===== config.mk =====
export PLATFORM = sky130hd
export DESIGN_NAME = dcache_ctrl
export DESIGN_NICKNAME = d
export VERILOG_FILES = /design/src/rtl/dcache_ctrl.sv
export SDC_FILE = /design/constraint.sdc
export NUM_CORES = 1
export LEC_CHECK = 0
export ABC_AREA = 1
export CAP_MARGIN = 20
export CORE_AREA = 3 3 470 472
export CTS_CLUSTER_SIZE = 30
export DETAILED_ROUTE_END_ITERATION = 12
export DIE_AREA = 0 0 473 475
export PLACE_DENSITY_LB_ADDON = 0.2
export SYNTH_ARGS = -nofsm -noshare
export SYNTH_HDL_FRONTEND = slang
export SYNTH_SLANG_ARGS = --single-unit

===== constraint.sdc =====
create_clock -name clk_i -period 3.6 [get_ports clk_i]
set_clock_uncertainty 0.1 [all_clocks]
set_input_delay 0.36 -clock clk_i [delete_from_list [all_inputs] [get_ports clk_i]]
set_output_delay 0.36 -clock clk_i [all_outputs]
set_load 0.005 [all_outputs]

===== src/rtl/dcache_ctrl.sv =====
// Direct-mapped-per-request data cache controller: zero-wait hits, write-back
// of dirty victims, line refill from memory, then replay of the held request.
// Optional feature macro: DCACHE_PERF_CNT_EN adds hit/miss event counters.
module dcache_ctrl (
  input  logic         clk_i,
  input  logic         rst_i,
  input  logic [31:0]  cpu_addr_i,
  input  logic [31:0]  cpu_data_i,
  input  logic         cpu_MemRead_i,
  input  logic         cpu_MemWrite_i,
  output logic [31:0]  cpu_data_o,
  output logic         cpu_stall_o,
  output logic [3:0]   sram_addr_o,
  output logic [24:0]  sram_tag_o,
  output logic [255:0] sram_data_o,
  output logic         sram_enable_o,
  output logic         sram_write_o,
  input  logic [24:0]  sram_tag_i,
  input  logic [255:0] sram_data_i,
  input  logic         sram_hit_i,
  output logic [31:0]  mem_addr_o,
  output logic [255:0] mem_data_o,
  output logic         mem_enable_o,
  output logic         mem_write_o,
  input  logic [255:0] mem_data_i,
  input  logic         mem_ack_i
`ifdef DCACHE_PERF_CNT_EN
  ,
  output logic [31:0]  hit_cnt_o,
  output logic [31:0]  miss_cnt_o
`endif
);

  typedef enum logic [2:0] {
    IDLE       = 3'd0,
    MISS       = 3'd1,
    WRITEBACK  = 3'd2,
    READMISS   = 3'd3,
    READMISSOK = 3'd4
  } state_e;

  state_e         state_q, state_d;
  logic           mem_en_q, mem_en_d;
  logic           mem_we_q, mem_we_d;
  logic [31:0]    mem_addr_q, mem_addr_d;
  logic [255:0]   mem_data_q, mem_data_d;
  logic [255:0]   merged_line;

  logic           req;
  logic [22:0]    cpu_tag;
  logic [3:0]     index;
  logic [2:0]     word;
  logic           victim_dirty;
  logic [1:0]     unused_byte_sel;

  assign req             = cpu_MemRead_i | cpu_MemWrite_i;
  assign cpu_tag         = cpu_addr_i[31:9];
  assign index           = cpu_addr_i[8:5];
  assign word            = cpu_addr_i[4:2];
  assign unused_byte_sel = cpu_addr_i[1:0];
  assign victim_dirty    = sram_tag_i[24] & sram_tag_i[23];

  assign sram_addr_o  = index;
  assign mem_enable_o = mem_en_q;
  assign mem_write_o  = mem_we_q;
  assign mem_addr_o   = mem_addr_q;
  assign mem_data_o   = mem_data_q;

  // State and memory-request registers; the memory request is held stable until acked.
  always_ff @(posedge clk_i) begin
    if (!rst_i) begin
      state_q    <= IDLE;
      mem_en_q   <= 1'b0;
      mem_we_q   <= 1'b0;
      mem_addr_q <= '0;
      mem_data_q <= '0;
    end else begin
      state_q    <= state_d;
      mem_en_q   <= mem_en_d;
      mem_we_q   <= mem_we_d;
      mem_addr_q <= mem_addr_d;
      mem_data_q <= mem_data_d;
    end
  end

  // Next-state, SRAM port control and CPU handshake.
  always_comb begin
    state_d       = state_q;
    mem_en_d      = mem_en_q;
    mem_we_d      = mem_we_q;
    mem_addr_d    = mem_addr_q;
    mem_data_d    = mem_data_q;
    sram_enable_o = 1'b1;
    sram_write_o  = 1'b0;
    sram_tag_o    = {2'b00, cpu_tag};
    sram_data_o   = sram_data_i;
    cpu_stall_o   = 1'b1;

    merged_line = sram_data_i;
    merged_line[{word, 5'b0} +: 32] = cpu_data_i;

    unique case (state_q)
      IDLE: begin
        sram_enable_o = req;
        cpu_stall_o   = req & ~sram_hit_i;
        if (req) begin
          if (sram_hit_i) begin
            // A store wins when both request lines are high.
            if (cpu_MemWrite_i) begin
              sram_write_o = 1'b1;
              sram_data_o  = merged_line;
              sram_tag_o   = {2'b11, cpu_tag};
            end
          end else begin
            state_d = MISS;
          end
        end
      end
      MISS: begin
        mem_en_d = 1'b1;
        if (victim_dirty) begin
          mem_we_d   = 1'b1;
          mem_addr_d = {sram_tag_i[22:0], index, 5'b0};
          mem_data_d = sram_data_i;
          state_d    = WRITEBACK;
        end else begin
          mem_we_d   = 1'b0;
          mem_addr_d = {cpu_addr_i[31:5], 5'b0};
          state_d    = READMISS;
        end
      end
      WRITEBACK: begin
        if (mem_ack_i) begin
          mem_we_d   = 1'b0;
          mem_addr_d = {cpu_addr_i[31:5], 5'b0};
          state_d    = READMISS;
        end
      end
      READMISS: begin
        if (mem_ack_i) begin
          mem_en_d     = 1'b0;
          mem_we_d     = 1'b0;
          sram_write_o = 1'b1;
          sram_data_o  = mem_data_i;
          sram_tag_o   = {1'b1, 1'b0, cpu_tag};
          state_d      = READMISSOK;
        end
      end
      READMISSOK: begin
        state_d = IDLE;
      end
      default: begin
        state_d = IDLE;
      end
    endcase

    cpu_data_o = sram_enable_o ? sram_data_i[{word, 5'b0} +: 32] : '0;
  end

`ifdef DCACHE_PERF_CNT_EN
  logic idle_hit, idle_miss;
  logic [31:0] hit_cnt_q, miss_cnt_q;

  assign idle_hit   = (state_q == IDLE) & req & sram_hit_i;
  assign idle_miss  = (state_q == IDLE) & req & ~sram_hit_i;
  assign hit_cnt_o  = hit_cnt_q;
  assign miss_cnt_o = miss_cnt_q;

  // Free-running wrap-around event counters for hits and miss entries.
  always_ff @(posedge clk_i) begin
    if (!rst_i) begin
      hit_cnt_q  <= '0;
      miss_cnt_q <= '0;
    end else begin
      if (idle_hit)  hit_cnt_q  <= hit_cnt_q + 32'd1;
      if (idle_miss) miss_cnt_q <= miss_cnt_q + 32'd1;
    end
  end
`endif

endmodule


==> flow_summary_export.csv <==
group,metric,value,unit
outcome,status,"complete, no violations",
yosys,synth_top_area_cell,"dfxtp_1",
critical_path,crit_fanout,83,
timing,rsz0062_at_grt,"true",
grt,grt_overflow_total,0,
critical_path,crit_required,3140,ps
timing,tightest_slew,1170,ps
timing,worst_slack,111,ps
layout,drive_gt1_frac,0.128,
critical_path,critPathMaxStageDelay,600,ps
timing,fin_crit_sh,0.969,
critical_path,worst-r2r-setup-slack,1100,ps
job,cap_violations,0,
yosys,synth_area,21200,um2
yosys,avgSynthCellArea,5.58,um2
layout,fillers,25200,
place,hpwlAfterDp,251000,um
power_and_ir_drop,swShare,0.423,
grt,grt.total_usage,0.247,
yosys,netlist_top_cells_count,"nand2_1 (926), inv_1 (531), o21ai_0 (452)",
grt,grt_pass1_vias,31200,
clock_tree,clockBufferDepth,3,
layout,multiInputGateArea,12100,um2
place,gp_congestion,0.912,
drt,dr_total_vias,31900,
timing,slew_headroom,0.214,
grt,grt_pass1_wl,357000,um
power_and_ir_drop,p_clk_frac,0.276,
layout,register_area,5770,um2
yosys,synth.most_common_cell,"nand2_1",
die,core,217000,um2
die,fp.dieW,473,um
power_and_ir_drop,power_leakage,0.0167,uW
critical_path,critical_path_arrival,3030,ps
critical_path,worstSetupPathType,"reg2out",
drt,vias_per_cell,3.98,
yosys,synthCells,3804,
yosys,synthDistinctLibCells,35,
clock_tree,numCtsBuffers,44,
clock_tree,clk_latency,630,ps
yosys,synth_flop_cell,"dfxtp_1",
critical_path,path_cells,"inv_2 -> nand4_4 -> buf_12 -> buf_16 -> nand3_1 -> nand3_1 -> nand2_1 -> nand2_1 -> clkdlybuf4s50_1",
drt,drtPass1Iterations,6,
layout,syn2layout_area_growth,91.0,%
die,dieHeight,475,um
power_and_ir_drop,pwr-share-comb,0.509,
hold_path,hold_path.class,"in2reg",
timing,hold_violations,0,
yosys,yosys_warnings,0,
critical_path,crit_path_end_kind,"output port",
layout,fin_nets,5688,
clock_tree,clk_pin_slew,60,ps
drt,drc,0,
power_and_ir_drop,power_density,412,nW/um2
drt,drtAntennaViolNets,0,
yosys,yosysTopAreaCellShare,0.272,
power_and_ir_drop,power,16700,uW
clock_tree,cts_max_level,2,
grt,grt_max_degree,118,
timing,fmax,0.287,GHz
die,start_util,0.0978,
clock_tree,clock-root-buffer,"clkbuf_16",
timing,period_needed,3490,ps
power_and_ir_drop,power_frac_seq,0.215,
timing,setup_violations,0,
yosys,seq_area_frac_synth,0.272,
layout,final_util,0.187,
yosys,ys_top_cells_by_area,"dfxtp_1 (27%), nand2_1 (16%), o21ai_0 (11%)",
power_and_ir_drop,switchingPower,7060,uW
yosys,synth-edff-count,0,
place,place_ws,-21.8,ps
clock_tree,hold_buffers,0,
yosys,yosys_register_bits,288,
drt,wl_per_cell,36.3,um
critical_path,crit_slowest_cell,"clkdlybuf4s50_1",
die,ios,1217,
clock_tree,cts_tree,"built",
place,placed_area,38800,um2
layout,stdcell_area,40600,um2
drt,routed_wl,290000,um
clock_tree,clock-sinks,288,
die,die_area,225000,um2
timing,maxSlewViolCount,0,
die,fp-row-count,171,
yosys,ys_async_sr_fraction,0,
grt,antenna_found_initial,102,
place,port_buffers,1209,
drt,drt_iter0_markers,2514,
power_and_ir_drop,p_int,9640,uW
critical_path,startpoint_type,"flop",
power_and_ir_drop,ir_worst_vdd,273,uV
[worst paths after layout]
path | startpoint | to | cells after the start
max | state_q[2] | sram_data_o[161] | 9
min | rst_i | mem_data_o[224] | 3
max reg2reg | state_q[1] | mem_data_o[85] | 8
min reg2reg | mem_data_o[24] | mem_data_o[24] | 2
[layer usage]
layer / track usage / share of wire
met1: 0.297 / 0.41
met2: 0.424 / 0.48
met3: 0.0672 / 0.075
met4: 0.0781 / 0.033
met5: 0 / 0.00034
[registers in the layout, indices dropped and copies added, names as in the netlist]
register,cells
mem_enable_o,1
mem_write_o,1
mem_data_o,256
state_q,3
mem_addr_o,27
[per-stage QoR]
stage	std cells	TNS (ps)	hold slack [ps]
3_5_place_dp	7879	-21.8	334
3_3_place_gp	7873	-61.2	331
2_1_floorplan	3808	0	340
6_report	7995	0	143
4_1_cts	7959	-106	116
5_1_grt	7977	-21.6	147
[placed cells by master, fill, tap and decap left out, types with 26 or more instances in the layout]
cell type	n
o21ai_0	449
buf_12	112
o211ai_1	26
nand3_1	330
diode_2	35
nor2_1	422
inv_1	530
dfxtp_1	288
nand2_1	919
clkbuf_16	45
o21ai_1	73
buf_4	391
a21oi_1	319
clkdlybuf4s50_1	1010
[logic make-up (layout without fill, tap and decap cells)]
| kind of cell | count (synthesis) | count (layout) | synth area share |
|---|---|---|---|
| flops | 288 | 288 | 0.272 |
| fa+ha+maj | 6 | 6 | 0.00354 |
| buf+inv | 849 | 2147 | 0.164 |
| other cells | 1 | 40 | 0.000177 |
| compound gates | 903 | 903 | 0.220 |
| simple gates | 1757 | 1757 | 0.340 |
[layout make-up]
| type | instances | share of cell area |
|---|---|---|
| antenna | 35 | 0.00216 |
| clock buffer | 64 | 0.0322 |
| clock inverter | 13 | 0.00373 |
| inverter | 548 | 0.0514 |
| multi-input combinational | 2671 | 0.299 |
| sequential | 288 | 0.142 |
| tap | 2854 | 0.0881 |
| timing repair buffer | 1522 | 0.381 |
[power by group through the flow]
stage / Sequential [uW] / Clock, uW / Combinational (uW)
floorplan: 3650 / 0 / 2270
global placement: 3640 / 0 / 8570
detailed placement: 3650 / 0 / 8530
CTS: 3580 / 4820 / 8650
global route: 3610 / 4870 / 8970
finish: 3590 / 4610 / 8500
[worst max-delay path, delay by kind of cell (launching register included)]
family	cells	cell delay [ps]
flip-flops	1	410
AND/OR/NAND/NOR	5	650
buffers and inverters	4	1190
[repair_timing]
item	in CTS	in global routing
endpoints found under the hold margin	0	0
pin swaps	1	2
gates resized for setup	28	16
buffers inserted	2	1
setup endpoints to repair	106	51
gates cloned	1	0
Note: power is estimated with default switching activity, not from simulation.
